### src/rtl/pipe_stage_chain.sv
`default_nettype none
// +----------------------------------------------------------------------------+
// | pipe_stage_chain: DEPTH-deep register chain with valid/ready, flush,        |
// | occupancy and a saturating flush counter.  Rev 1.0                          |
// +----------------------------------------------------------------------------+
module pipe_stage_chain #(
  parameter int WIDTH   = 32,
  parameter int DEPTH   = 3,
  parameter int COUNT_W = 16,
  localparam int OCC_W  = $clog2(DEPTH + 1)
) (
  input  logic               clock,
  input  logic               reset,
  input  logic               in_valid,
  output logic               in_ready,
  input  logic [WIDTH-1:0]   in_data,
  input  logic [DEPTH-1:0]   flush,
  output logic               out_valid,
  input  logic               out_ready,
  output logic [WIDTH-1:0]   out_data,
  output logic [OCC_W-1:0]   occupancy,
  output logic [COUNT_W-1:0] flushed_count
);

  localparam int SUM_W = ((COUNT_W > OCC_W) ? COUNT_W : OCC_W) + 1;
  localparam logic [COUNT_W-1:0] CNT_MAX = '1;

  logic [DEPTH-1:0]            v_q, v_d;
  logic [DEPTH-1:0][WIDTH-1:0] d_q, d_d;
  logic [OCC_W-1:0]            occ_q, occ_d;
  logic [COUNT_W-1:0]          fc_q, fc_d;
  logic [DEPTH-1:0]            live;
  logic [DEPTH-1:0]            adv;
  logic [SUM_W-1:0]            kill_sum;
  logic [SUM_W-1:0]            fc_sum;
  logic                        rdy;

  // Ready ripples from the consumer back toward the producer within one cycle.
  always_comb begin
    live = v_q & ~flush;
    adv  = '0;
    rdy  = out_ready;
    for (int i = DEPTH - 1; i >= 0; i--) begin
      adv[i] = ~v_q[i] | flush[i] | rdy;
      rdy    = adv[i];
    end
  end

  always_comb begin
    v_d = v_q;
    d_d = d_q;
    if (adv[0]) begin
      v_d[0] = in_valid;
      d_d[0] = in_data;
    end
    for (int i = 1; i < DEPTH; i++) begin
      if (adv[i]) begin
        v_d[i] = live[i-1];
        d_d[i] = d_q[i-1];
      end
    end

    occ_d    = '0;
    kill_sum = '0;
    for (int i = 0; i < DEPTH; i++) begin
      occ_d    = occ_d + OCC_W'(v_d[i]);
      kill_sum = kill_sum + SUM_W'(v_q[i] & flush[i]);
    end

    fc_sum = SUM_W'(fc_q) + kill_sum;
    fc_d   = (fc_sum > SUM_W'(CNT_MAX)) ? CNT_MAX : fc_sum[COUNT_W-1:0];
  end

  always_ff @(posedge clock or posedge reset) begin
    if (reset) begin
      v_q   <= '0;
      d_q   <= '0;
      occ_q <= '0;
      fc_q  <= '0;
    end else begin
      v_q   <= v_d;
      d_q   <= d_d;
      occ_q <= occ_d;
      fc_q  <= fc_d;
    end
  end

  assign in_ready      = adv[0];
  assign out_valid     = live[DEPTH-1];
  assign out_data      = d_q[DEPTH-1];
  assign occupancy     = occ_q;
  assign flushed_count = fc_q;

endmodule
`default_nettype wire

### config.mk
export PLATFORM = sky130hd
export DESIGN_NAME = pipe_stage_chain
export DESIGN_NICKNAME = d
export VERILOG_FILES = /design/src/rtl/pipe_stage_chain.sv
export SDC_FILE = /design/constraint.sdc
export NUM_CORES = 1
export LEC_CHECK = 0
export CAP_MARGIN = 30
export CORE_ASPECT_RATIO = 1.1
export CORE_MARGIN = 8
export CORE_UTILIZATION = 47
export CTS_CLUSTER_SIZE = 40
export DETAILED_ROUTE_END_ITERATION = 16
export PLACE_DENSITY = 0.79
export SYNTH_ARGS = -nofsm -noshare
export SYNTH_HDL_FRONTEND = slang
export SYNTH_SLANG_ARGS = --single-unit
### constraint.sdc
create_clock -name clock -period 4.3 [get_ports clock]
set_clock_uncertainty 0.2 [all_clocks]
set_input_delay 0.86 -clock clock [delete_from_list [all_inputs] [get_ports clock]]
set_output_delay 0.86 -clock clock [all_outputs]
set_load 0.005 [all_outputs]
==> qor.yml, run 1 <==
outcome: "completed"
grt_pass1_wl_mm: 15.09
drive_above_1_share: 0.2633
r2r_start: "v_q[1]"
clkSlewWorstSetupHoldPaths_ps: 50
worst_slew_margin_rel: 0.5103
syn_avg_cell_area_um2: 14.51
synth_area_leader_cell: "dfrtp_1"
r2r-end: "flushed_count[8]"
drt-total-wl_mm: 9.132
clock-sinks: 117
p_leak_nw: 2.705
setup_viol: 0
finish.utilization: 0.6111
worstPathMaxFanout: 3
clk_path_buf_depth: 2
whs_path_depth: 1
cts_tree: "built"
wl_per_cell_um: 17.01
start_util: 0.4737
die_h_um: 122.3
place.gp.congestion: 0.8022
crit_arrival_ps: 2610
cp-end-kind: "output port"
hpwl_mm: 6.148
synth_cells: 333
hold_viol_final: 0
grt_usage: 0.1423
ys_seq_area_frac: 0.6061
power_density_nw_per_um2: 478.6
clock_latency_ps: 400
fmax_mhz: 272.4
maxSlewViolCount: 0
tightest_slew_ps: 734.5
drt_iter0_drc: 53
antenna_found_initial: 0
period_share: 0.8538
start_kind: "input port"
ant_nets: 0
synth_top_cell_area_share: 0.6061
via_per_inst: 5.067
dpl.cell_count: 506
maxCapViolCount: 0
cts_resized: 0
syn_area_um2: 4831
dpl-instance-area_um2: 5627
reg2reg_depth: 11
drt_pre_antenna_iters: 4
area_delta_synth_final_pct: 29.01
setup_tns_ps: 0
die_w_um: 112.7
finalInstanceArea_um2: 6232
yosys.cell_types.count: 30
port_buffers: 90
grt_start_max_net_pins: 61
ys_top_cells_by_area: "dfrtp_1 61%, mux2_2 16%, mux2_1 6.5%, buf_4 5.0%, fa_1 1.2%"
hold_end: "d_q[24]"
n_antenna_cell: 0
cts_buffers: 17
dieArea_um2: 13780
num_rows: 39
final-instance-count-excl-fill: 537
ios: 91
rsz0062_at_grt: "no"
required_ps: 3240
ctsHoldBuffers: 0
core_area_um2: 10200
num_vias: 2721
cts_root_buf: "clkbuf_16"
rrSetupSlack_ps: 1330
synth.net_count: 377
synth_warnings: 0
critical_path_class: "in2out"
drc_errors: 0
ys_ff_latch: 117
grt-ovfl-total: 0
ir_drop_uv: 223.8
hold_start: "d_q[24]"
fin_nets: 446
min_path_type: "reg2reg"
post_cts_buffers: 0
fin_crit_ps: 3671
htreeDepth: 4
grt_pass1_vias: 3027
==> report_power, final <==
group	internal, mW	switching, mW
registers	1.19	0.0674
clock network	0.940	0.459
logic	0.201	0.122
total	2.33	0.648
==> layer usage <==
metal | global-route usage | wire length [um] | vias to the layer above | part of all wire
met4 | 0.06329 | 155 | 0 | 0.017
met2 | 0.2340 | 4647 | 68 | 0.51
li1 | - | - | 1252 | -
met1 | 0.1568 | 3706 | 1386 | 0.41
met5 | 0 | 0 | - | 0
met3 | 0.06496 | 623 | 15 | 0.068
==> through the flow <==
step | power, mW | setup WS, ps | hold WS (ps)
after global placement | 1.593 | 464.4 | 262.4
after global routing | 3.110 | 553.1 | 294.8
after CTS | 3.027 | 597.6 | 282.6
after detailed placement | 1.609 | 369.6 | 270.5
after floorplan | 1.434 | 139.2 | 252.2
final | 2.983 | 628.6 | 277.5
==> layout make-up <==
cell class	instances	area [um2]
clock buffers	24	511.7
fillers	798	3966
well taps	123	153.9
clock inverters	7	93.84
repair buffers	95	950.9
inverters	8	32.53
multi-input cells	163	1562
flip-flops and latches	117	2928
==> Yosys cell counts <==
library cell and n:
inv_1 8, a41oi_1 1, buf_4 32, a31oi_1 3, a21oi_1 2, nand2_1 15, a21o_1 2, xnor2_1 2
and2_1 2, mux2_2 70, nor2b_1 4, clkbuf_1 7, o21ai_0 4, and3_1 3, nand2b_1 2, dfrtp_1 117
buf_6 3, nor2_1 1, buf_1 2, mux2_1 28, xor2_1 5, nand4_1 3, nor3b_4 1, fa_1 3
nand3_2 1, buf_2 1, nand3_1 4, or3_1 1, and4_1 4, ha_1 2
==> placed cells by master (no fill, tap or decap), types with 2 or more instances in the layout <==
cell             synthesis  final
and2_1                   2      2
clkdlybuf4s50_1          0     90
nand2_1                 15     15
mux2_2                  70     70
dfrtp_1                117    117
clkinvlp_4               0      2
mux2_1                  28     28
clkbuf_16                0     17
inv_1                    8      7
o21ai_0                  4      4
ha_1                     2      2
a21oi_1                  2      2
bufinv_16                0      2
clkinv_2                 0      2
a31oi_1                  3      3
fa_1                     3      3
nand4_1                  3      3
nor2b_1                  4      4
and3_1                   3      3
nand2b_1                 2      2
and4_1                   4      4
xor2_1                   5      5
clkbuf_8                 0      6
xnor2_1                  2      2
nand3_1                  4      4
a21o_1                   2      2
buf_4                   32      4
==> worst max-delay path, cell delays in order <==
cell and delay (ps):
clkdlybuf4s50_1 480, nor3b_4 230, nand3_2 110, or3_2 460, clkdlybuf4s50_1 470
==> sequential cells by signal (all words and copies together) (netlist names) <==
signal         count
d_q               64
flushed_count     16
occupancy          2
out_data          32
v_q                3
==> kinds of logic (layout without fill, tap and decap cells) <==
family,after synthesis,after routing,share of synthesized area
AOI/OAI and AO/OA,12,12,0.01502
buffers and inverters,53,134,0.07097
xor gates and xnor gates,7,7,0.01269
adders and majority gates,5,5,0.01761
muxes,98,98,0.2284
DFF,117,117,0.6061
and+or+nand+nor,41,41,0.04921
==> worst max-delay path by stage <==
stage / startpoint / to / slack, ps / depth (start not counted)
after floorplan: reset / d_q[0] / 140 / 1
after global placement: flush[1] / flushed_count[8] / 460 / 12
after detailed placement: flush[1] / flushed_count[8] / 370 / 12
after CTS: flush[2] / in_ready / 600 / 5
after global routing: flush[2] / in_ready / 550 / 5
final: flush[2] / in_ready / 630 / 5
(Power assumes the default switching activity.)
==> inputs of run 2 (changes only) <==
MAX_ROUTING_LAYER = met4   (was default)
SLEW_MARGIN = 10   (was default)
==> qor.yml, run 2 (synthesis results as in run 1) <==
outcome: "completed"
place_ws_ps: 369.6
grt_busiest_layer: "met2"
clkSlewWorstSetupHoldPaths_ps: 50
required_ps: 3240
comb_power_share: 0.109
die_h_um: 122.3
hold_start: "d_q[24]"
num_rows: 39
rrSetupSlack_ps: 1320
n_antenna_cell: 0
largest_register_ffs: 64
regMostFlops: "d_q"
ios: 91
final_cell_mix: "117 x dfrtp_1, 90 x clkdlybuf4s50_1, 70 x mux2_2"
dpl-instance-area_um2: 5627
worstPathMaxFanout: 3
fin_nets: 446
grt-ovfl-total: 0
finalInstanceArea_um2: 6232
cts_buffers: 17
hold_viol_final: 0
ir_drop_uv: 222.3
layout_commonest_cell: "dfrtp_1"
grt_start_max_net_pins: 61
critical_path_class: "in2out"
switching_share: 0.2165
gr-usage-met1: 0.1596
clock-sinks: 117
r2r_start: "v_q[1]"
port_buffers: 90
seq_power_share: 0.423
drt_pre_antenna_iters: 4
crit_top_cell: "clkdlybuf4s50_1"
crit_arrival_ps: 2610
use_met3: 0.05217
grt_pass1_wl_mm: 15.06
num_vias: 2742
power_density_nw_per_um2: 478.1
p_int_mw: 2.334
cp-end-kind: "output port"
p_leak_nw: 2.705
drt-total-wl_mm: 9.106
start_kind: "input port"
p_clk_frac: 0.468
grt_pass1_vias: 3025
drt_iter0_drc: 60
cts_root_buf: "clkbuf_16"
power_switching_uw: 645.0
n_fill_cell: 798
tightest_slew_ps: 732.0
wl_per_cell_um: 16.96
cts_tree: "built"
dieArea_um2: 13780
crit_chain: "clkdlybuf4s50_1, nor3b_4, nand3_2, or3_2, clkdlybuf4s50_1"
post_cts_buffers: 0
rsz0062_at_grt: "no"
ctsHoldBuffers: 0
hpwl_mm: 6.148
htreeDepth: 4
via_per_inst: 5.106
cpPeakStageDelay_ps: 480
antenna_found_initial: 0
drc_errors: 0
min_path_type: "reg2reg"
drive_above_1_share: 0.2633
start_util: 0.4737
grt_usage: 0.1462
fin_crit_ps: 3671
fin_ws_ps: 628.9
clk_path_buf_depth: 2
crit_start: "flush[2]"
die_w_um: 112.7
ant_nets: 0
crit_slowest_cell: "clkdlybuf4s50_1"
area_delta_synth_final_pct: 29.01
fmax_mhz: 272.4
maxCapViolCount: 0
core_area_um2: 10200
grt_use_met2: 0.2340
period_share: 0.8537
setup_tns_ps: 0
setup_viol: 0
cts_resized: 0
place.gp.congestion: 0.8137
maxSlewViolCount: 0
worst_slew_margin_rel: 0.5120
clock_latency_ps: 400
## run 2: stage by stage
| stage | total power, mW | hold slack, ps | cells | util |
|---|---|---|---|---|
| floorplan | 1.434 | 252.2 | 333 | - |
| global placement | 1.593 | 262.4 | 506 | 0.5517 |
| detailed placement | 1.609 | 270.5 | 506 | 0.5517 |
| CTS | 3.027 | 282.6 | 537 | 0.6111 |
| global route | 3.108 | 294.8 | 537 | 0.6111 |
| finish | 2.979 | 277.6 | 537 | 0.6111 |
## run 2: path summary, 6_finish.rpt
check,to,depth (start not counted)
min in group asynchronous,out_data[10],2
max in group asynchronous,d_q[44],3
hold reg to reg,d_q[24],1
setup reg to reg,flushed_count[8],11
hold / removal,d_q[24],1
setup / recovery,in_ready,5
## run 2: critical path: cells and delay by family
kind,cells,cell delay [ps]
simple gates,3,800
buf+inv,2,950
## run 2: power groups by stage
stage	logic, mW	registers (mW)	clock network [mW]
3_3_place_gp	0.320	1.27	0
2_1_floorplan	0.171	1.26	0
6_report	0.324	1.26	1.40
3_5_place_dp	0.331	1.28	0
5_1_grt	0.357	1.27	1.48
4_1_cts	0.333	1.26	1.43
## run 2: final cells by class
type | count | area [um2] | share of cell area
multi-input combinational | 163 | 1562 | 0.2506
tap | 123 | 153.9 | 0.02469
timing repair buffer | 95 | 950.9 | 0.1526
clock inverter | 7 | 93.84 | 0.01506
inverter | 8 | 32.53 | 0.005220
clock buffer | 24 | 511.7 | 0.08211
sequential | 117 | 2928 | 0.4698
## run 2: metal layers
layer  part of all wire  wire [um]
met1               0.41       3736
met2               0.51       4662
met3              0.057        523
met4              0.020        183
met5                  0          0
